`config.mk`:
```
export PLATFORM = sky130hd
export DESIGN_NAME = wb4_to_sram
export DESIGN_NICKNAME = d
export VERILOG_FILES = /design/src/rtl/wb4_to_sram_pkg.sv /design/src/rtl/wb4_to_sram.sv
export SDC_FILE = /design/constraint.sdc
export NUM_CORES = 1
export LEC_CHECK = 0
export CAP_MARGIN = 40
export CORE_UTILIZATION = 44
export DETAILED_ROUTE_END_ITERATION = 16
export GPL_TIMING_DRIVEN = 1
export PLACE_DENSITY = 0.95
export SETUP_SLACK_MARGIN = 0.5
export SYNTH_ARGS = -nofsm -noshare
export SYNTH_HDL_FRONTEND = slang
export SYNTH_SLANG_ARGS = --single-unit
```
`constraint.sdc`:
```
create_clock -name wb4_clk_i -period 4.4 [get_ports wb4_clk_i]
set_input_delay 0.66 -clock wb4_clk_i [delete_from_list [all_inputs] [get_ports wb4_clk_i]]
set_output_delay 0.66 -clock wb4_clk_i [all_outputs]
set_load 0.05 [all_outputs]
```
`src/rtl/wb4_to_sram_pkg.sv`:
```
// Shared definitions for the WB4-to-async-SRAM slave: FSM state encodings,
// wait-counter width and the clog2 helper used across the codebase.
package wb4_to_sram_pkg;

  typedef enum logic [1:0] {
    ST_IDLE   = 2'd0,
    ST_ACCESS = 2'd1,
    ST_ACK    = 2'd2,
    ST_ERR    = 2'd3
  } state_e;

  // WAITCNT is limited to 0..15, so four bits cover the counter.
  localparam int WAIT_W = 4;

  // Ceiling log2 usable in constant expressions.
  function automatic int clog2(input int value);
    int r;
    r = 0;
    for (int i = 0; i < 31; i++) begin
      if ((1 << i) < value) r = i + 1;
    end
    return r;
  endfunction

endpackage

```
`src/rtl/wb4_to_sram.sv`:
```
// Pipelined Wishbone B4 slave driving an asynchronous SRAM, one transaction at
// a time, with WAITCNT extra access cycles. Optional feature macro
// WB4_TO_SRAM_ERR_EN adds wb4_err_o and rejects word indices that do not fit
// in the SRAM instead of wrapping them.
//
// Handshake: a request is accepted at a rising edge where wb4_cyc_i and
// wb4_stb_i are high and wb4_stall_o (registered) is low; wb4_ack_o (or
// wb4_err_o) is a one-cycle pulse that completes it. The master holds a
// stalled request until it is accepted.
module wb4_to_sram
  import wb4_to_sram_pkg::*;
#(
  parameter int ARCHBITSZ     = 16,
  parameter int SRAMADDRBITSZ = 16,
  parameter int WAITCNT       = 1
) (
  input  logic                     wb4_clk_i,
  input  logic                     wb4_rst_i,
  input  logic                     wb4_cyc_i,
  input  logic                     wb4_stb_i,
  input  logic                     wb4_we_i,
  input  logic [ARCHBITSZ-1:0]     wb4_addr_i,
  input  logic [ARCHBITSZ-1:0]     wb4_data_i,
  input  logic [ARCHBITSZ/8-1:0]   wb4_sel_i,
  output logic                     wb4_stall_o,
  output logic                     wb4_ack_o,
`ifdef WB4_TO_SRAM_ERR_EN
  output logic                     wb4_err_o,
`endif
  output logic [ARCHBITSZ-1:0]     wb4_data_o,
  output logic [SRAMADDRBITSZ-1:0] sram_addr_o,
  output logic [ARCHBITSZ-1:0]     sram_data_o,
  input  logic [ARCHBITSZ-1:0]     sram_data_i,
  output logic                     sram_data_oe_o,
  output logic                     sram_ce_n_o,
  output logic                     sram_oe_n_o,
  output logic                     sram_we_n_o,
  output logic [ARCHBITSZ/8-1:0]   sram_be_n_o
);

  localparam int SEL_W    = ARCHBITSZ / 8;
  localparam int ADDR_LSB = clog2(SEL_W);
  localparam int EXT_W    = ARCHBITSZ + SRAMADDRBITSZ;

  state_e                   state_q, state_d;
  logic [WAIT_W-1:0]        cnt_q, cnt_d;
  logic                     txn_we_q, txn_we_d;
  logic                     stall_q, stall_d;
  logic                     ack_q, ack_d;
  logic                     err_q, err_d;
  logic [ARCHBITSZ-1:0]     rdata_q, rdata_d;
  logic [SRAMADDRBITSZ-1:0] addr_q, addr_d;
  logic [ARCHBITSZ-1:0]     wdata_q, wdata_d;
  logic                     data_oe_q, data_oe_d;
  logic                     ce_n_q, ce_n_d;
  logic                     oe_n_q, oe_n_d;
  logic                     we_n_q, we_n_d;
  logic [SEL_W-1:0]         be_n_q, be_n_d;

  // Word index zero-extended so any SRAMADDRBITSZ/ARCHBITSZ mix slices cleanly;
  // bits above SRAMADDRBITSZ are the out-of-range part of the index.
  logic [EXT_W-1:0] idx_ext;
  assign idx_ext = {{SRAMADDRBITSZ{1'b0}}, wb4_addr_i} >> ADDR_LSB;

`ifdef WB4_TO_SRAM_ERR_EN
  logic idx_overflow;
  assign idx_overflow = |idx_ext[EXT_W-1:SRAMADDRBITSZ];
`else
  logic idx_hi_unused;
  assign idx_hi_unused = |idx_ext[EXT_W-1:SRAMADDRBITSZ];
  assign err_q         = 1'b0;
`endif

  // Next-state and next-output logic for the IDLE/ACCESS/ACK(/ERR) sequencer.
  always_comb begin
    state_d   = state_q;
    cnt_d     = cnt_q;
    txn_we_d  = txn_we_q;
    stall_d   = stall_q;
    ack_d     = 1'b0;
    err_d     = 1'b0;
    rdata_d   = rdata_q;
    addr_d    = addr_q;
    wdata_d   = wdata_q;
    data_oe_d = data_oe_q;
    ce_n_d    = ce_n_q;
    oe_n_d    = oe_n_q;
    we_n_d    = we_n_q;
    be_n_d    = be_n_q;
    case (state_q)
      ST_IDLE: begin
        stall_d = 1'b0;
        if (wb4_cyc_i && wb4_stb_i) begin
          stall_d = 1'b1;
          rdata_d = '0;
`ifdef WB4_TO_SRAM_ERR_EN
          if (idx_overflow) begin
            state_d = ST_ERR;
            err_d   = 1'b1;
          end else
`endif
          begin
            state_d   = ST_ACCESS;
            cnt_d     = WAIT_W'(WAITCNT);
            txn_we_d  = wb4_we_i;
            addr_d    = idx_ext[SRAMADDRBITSZ-1:0];
            wdata_d   = wb4_data_i;
            ce_n_d    = 1'b0;
            be_n_d    = ~wb4_sel_i;
            oe_n_d    = wb4_we_i;
            we_n_d    = ~wb4_we_i;
            data_oe_d = wb4_we_i;
          end
        end
      end
      ST_ACCESS: begin
        if (!wb4_cyc_i) begin
          // Master abandoned the cycle: release the SRAM, no ack.
          state_d   = ST_IDLE;
          stall_d   = 1'b0;
          ce_n_d    = 1'b1;
          oe_n_d    = 1'b1;
          we_n_d    = 1'b1;
          be_n_d    = '1;
          data_oe_d = 1'b0;
        end else if (cnt_q != '0) begin
          cnt_d = cnt_q - 1'b1;
        end else begin
          if (!txn_we_q) rdata_d = sram_data_i;
          // we_n rises while data and address are still driven (hold cycle).
          we_n_d  = 1'b1;
          ack_d   = 1'b1;
          state_d = ST_ACK;
        end
      end
      ST_ACK: begin
        state_d   = ST_IDLE;
        stall_d   = 1'b0;
        ce_n_d    = 1'b1;
        oe_n_d    = 1'b1;
        be_n_d    = '1;
        data_oe_d = 1'b0;
      end
      default: begin
        // ERR (or any illegal encoding) lasts one cycle and returns to IDLE.
        state_d   = ST_IDLE;
        stall_d   = 1'b0;
        ce_n_d    = 1'b1;
        oe_n_d    = 1'b1;
        we_n_d    = 1'b1;
        be_n_d    = '1;
        data_oe_d = 1'b0;
      end
    endcase
  end

  // State and registered outputs; synchronous active-low reset.
  always_ff @(posedge wb4_clk_i) begin
    if (!wb4_rst_i) begin
      state_q   <= ST_IDLE;
      cnt_q     <= '0;
      txn_we_q  <= 1'b0;
      stall_q   <= 1'b0;
      ack_q     <= 1'b0;
      rdata_q   <= '0;
      addr_q    <= '0;
      wdata_q   <= '0;
      data_oe_q <= 1'b0;
      ce_n_q    <= 1'b1;
      oe_n_q    <= 1'b1;
      we_n_q    <= 1'b1;
      be_n_q    <= '1;
    end else begin
      state_q   <= state_d;
      cnt_q     <= cnt_d;
      txn_we_q  <= txn_we_d;
      stall_q   <= stall_d;
      ack_q     <= ack_d;
      rdata_q   <= rdata_d;
      addr_q    <= addr_d;
      wdata_q   <= wdata_d;
      data_oe_q <= data_oe_d;
      ce_n_q    <= ce_n_d;
      oe_n_q    <= oe_n_d;
      we_n_q    <= we_n_d;
      be_n_q    <= be_n_d;
    end
  end

`ifdef WB4_TO_SRAM_ERR_EN
  // Error pulse flop, present only with the range-check feature.
  always_ff @(posedge wb4_clk_i) begin
    if (!wb4_rst_i) err_q <= 1'b0;
    else            err_q <= err_d;
  end
  assign wb4_err_o = err_q;
`else
  logic err_unused;
  assign err_unused = err_d | err_q;
`endif

  assign wb4_stall_o    = stall_q;
  assign wb4_ack_o      = ack_q;
  assign wb4_data_o     = rdata_q;
  assign sram_addr_o    = addr_q;
  assign sram_data_o    = wdata_q;
  assign sram_data_oe_o = data_oe_q;
  assign sram_ce_n_o    = ce_n_q;
  assign sram_oe_n_o    = oe_n_q;
  assign sram_we_n_o    = we_n_q;
  assign sram_be_n_o    = be_n_q;

endmodule
```
Word-level counts from Yosys, hierarchy flattened
Cells that the tools add are included.
{"block": "classes", "n_reduce_logical": 11, "muxes": 30, "addsub": 1, "n_eq_ne": 9, "bitwise": 3}
{"op": "two-way mux 16 bit", "n": 4}
{"op": "case mux 16 bit (2 select lines)", "n": 1}
{"op": "two-way mux 4 bit", "n": 3}
{"op": "!= test 2 bit (second input constant)", "n": 6}
{"op": "two-way mux 2 bit", "n": 5}
{"op": "two-way mux 1 bit", "n": 9}
{"op": "case mux 1 bit (2 select lines)", "n": 4}
{"op": "case mux 2 bit (2 select lines)", "n": 2}
{"op": "case mux 4 bit (2 select lines)", "n": 1}
{"op": "AND reduction 2 bit", "n": 3}
{"op": "AND reduction 3 bit", "n": 2}
{"op": "AND reduction 5 bit", "n": 1}
{"op": "AND reduction 4 bit", "n": 1}
{"op": "nonzero test 4 bit", "n": 1}
{"op": "subtractor 4 x 1 -> 4 bit (second input constant)", "n": 1}
{"op": "!= test 3 bit (second input constant)", "n": 1}
{"op": "case mux 1 bit (3 select lines)", "n": 1}
{"op": "== test 2 x 1 -> 1 bit (second input constant)", "n": 1}
{"op": "== test 2 bit (second input constant)", "n": 1}
{"op": "logical NOT 2 bit", "n": 1}
{"op": "inverter 1 bit", "n": 2}
{"op": "inverter 2 bit", "n": 1}
{"op": "nonzero test 2 bit", "n": 1}
{"op": "logical AND 1 bit", "n": 1}
{"block": "totals", "wordCells": 67, "reg_bits": 62}

Longest topological paths before layout
Gate-level depths: netlist of the first run.
{"block": "logic_depth", "word_depth": 4, "ltp_mapped": 7}

Worst setup path after synthesis of the first run
Ideal clock, no wire load.
{"block": "synth_path", "path_kind": "register to register", "startpoint": "reg cnt_q[0]", "endpoint": "reg rdata_q[0] (netlist: wb4_data_o[0])", "path_stages_with_launch": 7, "synth_period_minus_slack_ns": 1.684, "arrival_ns": 1.567, "setup_slack_ns": 2.716, "n_path_buf": 1, "path_cell_list": "dfxtp_1 inv_1 ha_1 or4b_4 a211oi_4 buf_6 o2bb2ai_1"}
{"block": "synth_between", "elab_chain_cells": 3}
{"item": "start, declared", "line": "wb4_to_sram.sv:46", "rtl": "logic [WAIT_W-1:0] cnt_q, cnt_d;"}
{"item": "start signal, assigned", "line": "wb4_to_sram.sv:175", "rtl": "cnt_q <= cnt_d;"}
{"item": "nonzero test 4 bit", "line": "wb4_to_sram.sv:126", "rtl": "end else if (cnt_q != '0) begin"}
{"item": "!= test 2 bit (no line)"}
{"item": "AND reduction 5 bit (no line)"}
{"item": "end signal, assigned", "line": "wb4_to_sram.sv:179", "rtl": "rdata_q <= rdata_d;"}
{"item": "end, declared", "line": "wb4_to_sram.sv:51", "rtl": "logic [ARCHBITSZ-1:0] rdata_q, rdata_d;"}
No other way between the ends.
A chain may end at the register's enable or synchronous reset.

Final worst setup path of the first run
{"block": "layout_path", "startpoint": "reg we_n_q (netlist: sram_we_n_o)", "endpoint": "out sram_we_n_o"}
{"item": "start, declared", "line": "wb4_to_sram.sv:57", "rtl": "logic we_n_q, we_n_d;"}
{"item": "start signal, assigned", "line": "wb4_to_sram.sv:185", "rtl": "we_n_q <= we_n_d;"}
{"item": "end, declared", "line": "wb4_to_sram.sv:37", "rtl": "output logic sram_we_n_o,"}
No word-level cell between the ends.

==> results.md, run 1 <==
- Nature of the critical path startpoint: flop
- Post-CTS Hold Buffers: 0
- Number of CTS-inserted buffers: 9
- Initial standard-cell utilization of the core: 45.84%
- Post-Synth XOR/XNOR Area: 0%
- Maximum number of pins on one net before global-route repair: 38
- Wirelength per Cell: 13.36 um
- Antenna violations before repair: 0
- Classification of the worst setup path: flop to output pin
- Total die area: 5651 um^2
- Core Footprint: 5140 um^2
- Cell Pwr Density: 386.8 nW/um^2
- Synth Warn #: 0
- Combinational family with the most area after synthesis: simple AND/OR/NAND/NOR gates
- Data required time of the critical path: 3.74 ns
- Total gr overflow: 0
- Row cnt: 26
- H-tree level count: 3
- Total Routed Length: 5.974 mm
- X dimension of the die: 75.18 um
- Kind of capture point of the worst setup path: output pin
- Register-to-register setup slack: 2.32 ns
- Complex-gate fraction of the synthesized area: 17.84%
- Final estimated routing congestion in global placement: 0.8776
- Most frequent standard cell in the layout excluding fill and tap cells: sky130_fd_sc_hd__clkdlybuf4s50_1
- Final core area utilization: 72.20%
- Mean cell area of the mapped netlist: 8.726 um^2
- Multiplexer fraction of the synthesized cell area: 0%
- Endpoint of the worst hold-timing path: wb4_data_o[2]
- Post-synthesis instance area: 2356 um^2
- Synthesized net count: 327
- TritonCTS clock tree: built
- Arr. time, crit path: 1.50 ns
- Number of synthesized flops with an enable pin: 0
- Count of distinct cell types in the synthesized netlist: 38
- Min-delay worst type: flop to flop
- HPWL after detailed placement: 4.187 mm
- Leakage Power: 1.300 nW
- Simple-Gate Fraction of Synth Area: 23.63%
- Total setup buffers inserted after CTS: 0
- End of the worst register-to-register path: wb4_data_o[15]
- Area share of fa/ha/maj cells after synthesis: 1.062%
- Clock skew: 0.007179 ns
- Max-cap violation count: 0
- Fraction of the yosys area taken by sequential cells: 52.68%
- Antenna diode count: 0
- Layout cells sized above 1: 6.631%
- Count of TritonRoute iterations in the first routing pass: 4
- IO Pins: 111
- Post-route fraction of the period consumed by the critical path: 49.15%
- Buf/Inv on CP: 1
- Logic depth of the worst register-to-register path: 5
- Clock tree sinks: 62
- Vias after detailed routing: 2,298
- DRC errors left: 0
- Number of buffers added on ports: 108
- RR Startpoint: cnt_q[0]
- Critical-path cell with the highest stage delay: sky130_fd_sc_hd__clkdlybuf4s50_1
- Area added between synthesis and finish: 57.51%
- Series of cell instances along the critical path: clkdlybuf4s50_1
- Worst max-slew margin expressed relative to the limit: 54.77%
- All-layer global routing usage: 20.59%
- CTS root buf: sky130_fd_sc_hd__clkbuf_8
- Number of nets with antenna violations after routing: 0
- Worst Hold Launch: wb4_data_o[2]
- Synth Instances: 270
- Unrepaired setup endpoints after global routing: false
- Number of global-route vias before repair: 1,974
- Worst-path clk slew: 0.07 ns
- Floorplan die height: 75.18 um
- Finish-stage setup viols: 0
- VDD IR-drop max: 0.2047 mV
- Async set or reset register ratio after synthesis: 0%
- Most frequent cells in the layout: sky130_fd_sc_hd__clkdlybuf4s50_1, sky130_fd_sc_hd__nand2_1, sky130_fd_sc_hd__dfxtp_1
- Total count of hold-check failures in the final report: 0
- Crit path time final: 2.163 ns
- Biggest fanout along the worst timing path: 3
- Largest stage delay on the critical path: 0.81 ns
- Nets: 429
- Status: complete, no violations
- Violation count after the first detailed-route iteration: 72
- Maximum buffer depth of the clock tree: 2
- Total Negative Setup Slacks: 0 ns
- Insertion delay to the later sink of the worst-skew pair: 0.33 ns
- First-pass GRT wire length: 8.769 mm
- Worst path top cell family by delay: buffers and inverters
- Cell depth of the worst min-delay path: 2
- Peak clock frequency supported by timing: 462.4 MHz
- Tightest Pin Transition: 0.6763 ns
- Via/cell ratio: 5.141
- Dominant synthesized flop cell: sky130_fd_sc_hd__dfxtp_1
- Count of state elements after synthesis: 62
- Total of cells resized after clock tree synthesis: 0
- Max-slew violation total from the final report: 0
## stage by stage
| stage | instances | worst slack, ns | hold slack [ns] | area (um^2) | total power [W] |
|---|---|---|---|---|---|
| 6_report | 447 | 2.237 | 0.4499 | 3711 | 0.001435 |
| 5_1_grt | 447 | 2.192 | 0.4724 | 3711 | 0.001488 |
| 4_1_cts | 447 | 2.214 | 0.4539 | 3711 | 0.001448 |
| 3_5_place_dp | 431 | 1.960 | 0.4433 | 3465 | 0.0008408 |
| 3_3_place_gp | 431 | 2.010 | 0.4344 | 3465 | 0.0008362 |
| 2_1_floorplan | 270 | 2.716 | 0.4498 | 2356 | 0.0007408 |
## per-layer routing
| layer | track usage [%] | wire length (um) | up-vias |
|---|---|---|---|
| li1 | - | - | 1133 |
| met1 | 24.07 | 2538 | 1064 |
| met2 | 34.93 | 2833 | 92 |
| met3 | 6.961 | 536 | 9 |
| met4 | 8.025 | 66 | 0 |
| met5 | 0 | 0 | - |
## flip-flops by register name, indices dropped and copies added (netlist names), 2 cells and up
register	count
sram_data_o	16
wb4_data_o	16
sram_addr_o	15
cnt_q	4
sram_be_n_o	2
state_q	2
## worst max-delay path by stage
| stage | slack (ns) | from | depth (start not counted) | to |
|---|---|---|---|---|
| 3_5_place_dp | 1.96 | wb4_cyc_i | 4 | wb4_data_o[13] |
| 6_report | 2.24 | sram_we_n_o | 1 | sram_we_n_o |
| 3_3_place_gp | 2.01 | wb4_cyc_i | 5 | sram_we_n_o |
| 5_1_grt | 2.19 | cnt_q[0] | 5 | wb4_data_o[1] |
| 2_1_floorplan | 2.72 | cnt_q[0] | 6 | wb4_data_o[0] |
| 4_1_cts | 2.21 | sram_we_n_o | 1 | sram_we_n_o |
## cells in the mapped netlist, types with 3 or more instances
cell                        instances  share of area (%)
sky130_fd_sc_hd__a21oi_1           34                7.2
sky130_fd_sc_hd__nand3b_1           3               0.96
sky130_fd_sc_hd__o21ai_0            6                1.3
sky130_fd_sc_hd__nor4_1             5                1.3
sky130_fd_sc_hd__clkbuf_1          11                1.8
sky130_fd_sc_hd__nand2_1           82                 13
sky130_fd_sc_hd__buf_2              6                1.3
sky130_fd_sc_hd__nor2_1             4               0.64
sky130_fd_sc_hd__o2bb2ai_1         16                5.9
sky130_fd_sc_hd__nor4b_1            3                1.1
sky130_fd_sc_hd__nor2b_1            3               0.80
sky130_fd_sc_hd__dfxtp_1           62                 53
## report_power, final
group | total [W] | switching, W | leakage, nW | internal [W]
registers | 0.000597 | 0.0000139 | 0.505 | 0.000583
logic | 0.000231 | 0.000133 | 0.680 | 0.0000982
clock network | 0.000608 | 0.000230 | 0.116 | 0.000378
## logic make-up after synthesis
group / after synthesis
AOI/OAI and AO/OA: 65
adders and majority gates: 2
buffers and inverters: 23
DFF: 62
other: 1
and+or+nand+nor: 117
## area by class of cell
cell class              instances  area [um^2]
clock buffers                   9        123.9
flip-flops and latches         62         1241
inverters                       3        11.26
fillers                       410         1429
clock inverters                 7        122.6
multi-input cells             185         1021
well taps                      70        87.58
repair buffers                111         1104
Power figures use the tool's default switching activity.
==> inputs of run 2 (changes only) <==
--- a/config.mk
+++ b/config.mk
@@ -6,10 +6,10 @@
 export NUM_CORES = 1
 export LEC_CHECK = 0
 export CAP_MARGIN = 40
-export CORE_UTILIZATION = 44
+export CORE_UTILIZATION = 37
 export DETAILED_ROUTE_END_ITERATION = 16
 export GPL_TIMING_DRIVEN = 1
-export PLACE_DENSITY = 0.95
+export PLACE_DENSITY = 0.86
 export SETUP_SLACK_MARGIN = 0.5
 export SYNTH_ARGS = -nofsm -noshare
 export SYNTH_HDL_FRONTEND = slang
==> constraint.sdc (replaced) <==
create_clock -name wb4_clk_i -period 1.9 [get_ports wb4_clk_i]
set_input_delay 0.285 -clock wb4_clk_i [delete_from_list [all_inputs] [get_ports wb4_clk_i]]
set_output_delay 0.285 -clock wb4_clk_i [all_outputs]
set_load 0.05 [all_outputs]
==> run 2 against run 1 <==
Compared with the run above: critical endpoint is now wb4_data_o[10]; first-iteration DRC count rose by 79%; global-route usage rose by 0.15 points; largest cell class is now non-clock buffers; setup slack got worse by 1.9 ns.
==> results.md, run 2 (synthesis results as in run 1) <==
- Status: complete, no violations
- Cell Pwr Density: 783.0 nW/um^2
- Endpoint of the worst hold-timing path: wb4_data_o[7]
- Maximum buffer depth of the clock tree: 2
- Clock skew: 0.01114 ns
- Row cnt: 28
- Dpl cells: 445
- Kind of capture point of the worst setup path: flop
- Logic depth of the worst register-to-register path: 6
- Register-to-register setup slack: 0.30 ns
- Total Negative Setup Slacks: 0 ns
- Leakage Power: 1.579 nW
- Insertion delay to the later sink of the worst-skew pair: 0.34 ns
- CTS root buf: sky130_fd_sc_hd__clkbuf_8
- End of the worst register-to-register path: wb4_data_o[10]
- Antenna diode count: 0
- Core Footprint: 6026 um^2
- Nature of the critical path startpoint: flop
- Post-route fraction of the period consumed by the critical path: 84.31%
- First-pass GRT wire length: 10.43 mm
- Via/cell ratio: 5.013
- Floorplan die height: 81.80 um
- All-layer global routing usage: 20.74%
- DRC errors left: 0
- VDD IR-drop max: 0.9046 mV
- Layout cells sized above 1: 33.42%
- Critical-path cell with the highest stage delay: sky130_fd_sc_hd__or4b_4
- Number of nets with antenna violations after routing: 0
- Clock tree sinks: 62
- Nets: 453
- Unrepaired setup endpoints after global routing: true
- Total die area: 6690 um^2
- Biggest fanout along the worst timing path: 16
- Cell depth of the worst min-delay path: 2
- X dimension of the die: 81.80 um
- Finish-stage setup viols: 0
- Area added between synthesis and finish: 79.39%
- Series of cell instances along the critical path: inv_2 > ha_4 > or4b_4 > a211oi_4 > buf_12 > o2bb2ai_1
- Max-cap violation count: 0
- Count of TritonRoute iterations in the first routing pass: 4
- Final std cells w/o fill: 476
- H-tree level count: 3
- Most frequent standard cell in the layout excluding fill and tap cells: sky130_fd_sc_hd__nand2_1
- Worst-path clk slew: 0.07 ns
- Total gr overflow: 0
- Total count of hold-check failures in the final report: 0
- Number of buffers added on ports: 108
- Sequential cell area: 1249 um^2
- Maximum number of pins on one net before global-route repair: 34
- Initial standard-cell utilization of the core: 39.10%
- Largest stage delay on the critical path: 0.47 ns
- Tightest Pin Transition: 0.5237 ns
- Post-CTS Hold Buffers: 0
- Peak clock frequency supported by timing: 624.2 MHz
- Number of global-route vias before repair: 2,284
- Violation count after the first detailed-route iteration: 129
- Worst max-slew margin expressed relative to the limit: 64.96%
- RR Startpoint: cnt_q[1]
- Final estimated routing congestion in global placement: 0.7872
- Classification of the worst setup path: flop to flop
- Total Routed Length: 7.117 mm
- Wirelength per Cell: 14.95 um
- Antenna violations before repair: 0
- Most frequent cells in the layout: sky130_fd_sc_hd__nand2_1, sky130_fd_sc_hd__dfxtp_1, sky130_fd_sc_hd__clkdlybuf4s50_1
- Vias after detailed routing: 2,386
- Footprint of the multi-input gates: 1165 um^2
- Min-delay worst type: flop to flop
- Crit path time final: 1.602 ns
- IO Pins: 111
- TritonCTS clock tree: built
- Worst Hold Launch: wb4_data_o[7]
- HPWL after detailed placement: 4.420 mm
- Max-slew violation total from the final report: 0
- Number of CTS-inserted buffers: 9
- Data required time of the critical path: 2.12 ns
- Arr. time, crit path: 1.83 ns
- Hold Slack: 0.4477 ns
- Fill cells: 453
[run 2: changes by cell type in the layout (fill, tap and decap cells not counted), moves of 3 or more]
cell,previous run,this run
sky130_fd_sc_hd__dfxtp_1,62,58
sky130_fd_sc_hd__nand2_4,0,8
sky130_fd_sc_hd__a21oi_2,0,9
sky130_fd_sc_hd__buf_6,0,3
sky130_fd_sc_hd__nand2_1,82,74
sky130_fd_sc_hd__buf_4,3,14
sky130_fd_sc_hd__buf_12,0,7
sky130_fd_sc_hd__clkdlybuf4s15_2,0,50
sky130_fd_sc_hd__a21oi_1,34,25
sky130_fd_sc_hd__dfxtp_2,0,3
sky130_fd_sc_hd__clkdlybuf4s50_1,108,51
[run 2: metal layers]
| metal | track usage [%] | routed length (um) | part of all wire, % |
|---|---|---|---|
| met5 | 0 | 0 | 0 |
| met4 | 4.912 | 69 | 0.97 |
| met3 | 9.111 | 612 | 8.6 |
| met2 | 36.12 | 3555 | 50 |
| met1 | 23.05 | 2879 | 40 |
[run 2: power breakdown]
| group | internal [W] | leakage, nW | switching (W) | total, W |
|---|---|---|---|---|
| clock network | 0.000742 | 0.109 | 0.000525 | 0.00127 |
| logic | 0.000299 | 0.962 | 0.000360 | 0.000659 |
| registers | 0.00135 | 0.507 | 0.0000329 | 0.00138 |
| total | 0.00239 | 1.58 | 0.000919 | 0.00331 |
[run 2: worst max path at each step]
stage	endpoint	slack [ns]	start	cells after the start
floorplan	wb4_data_o[0]	0.29	cnt_q[1]	6
global placement	sram_addr_o[1]	0.18	wb4_cyc_i	5
detailed placement	sram_addr_o[11]	0.11	wb4_cyc_i	5
CTS	wb4_data_o[10]	0.29	cnt_q[1]	6
global route	wb4_data_o[10]	0.24	cnt_q[1]	6
finish	wb4_data_o[10]	0.30	cnt_q[1]	6
[run 2: repair_timing]
item | in CTS | in global routing
pin swaps | 5 | 19
endpoints found under the setup margin | 89 | 53
gates cloned | 2 | 1
buffers inserted | 8 | 4
resized for setup | 170 | 45
[run 2: cell type report]
cell class,count,share of cell area (%)
Timing Repair Buffer,135,35.14
Sequential cell,62,29.54
Multi-Input combinational cell,185,27.56
Clock buffer,9,2.931
Clock inverter,7,2.339
Tap cell,75,2.220
Inverter,3,0.2664
[run 2: critical path: cells and delay by family (launching register included)]
| family | cells | cell delay, ns |
|---|---|---|
| AO/OA/AOI/OAI | 2 | 0.33 |
| flip-flops | 1 | 0.32 |
| AND/OR/NAND/NOR | 1 | 0.47 |
| buffers and inverters | 2 | 0.24 |
| adder cells (fa/ha/maj) | 1 | 0.14 |
[run 2: metrics by stage]
step	worst slack [ns]	instance area (um^2)	utilization [%]	power, W
after global routing	0.2412	4227	70.14	0.003436
after floorplan	0.2862	2371	-	0.001719
after CTS	0.2937	4045	67.13	0.003283
after detailed placement	0.1130	3616	60.01	0.001987
after global placement	0.1762	3616	60.01	0.001976
final	0.2980	4227	70.14	0.003310
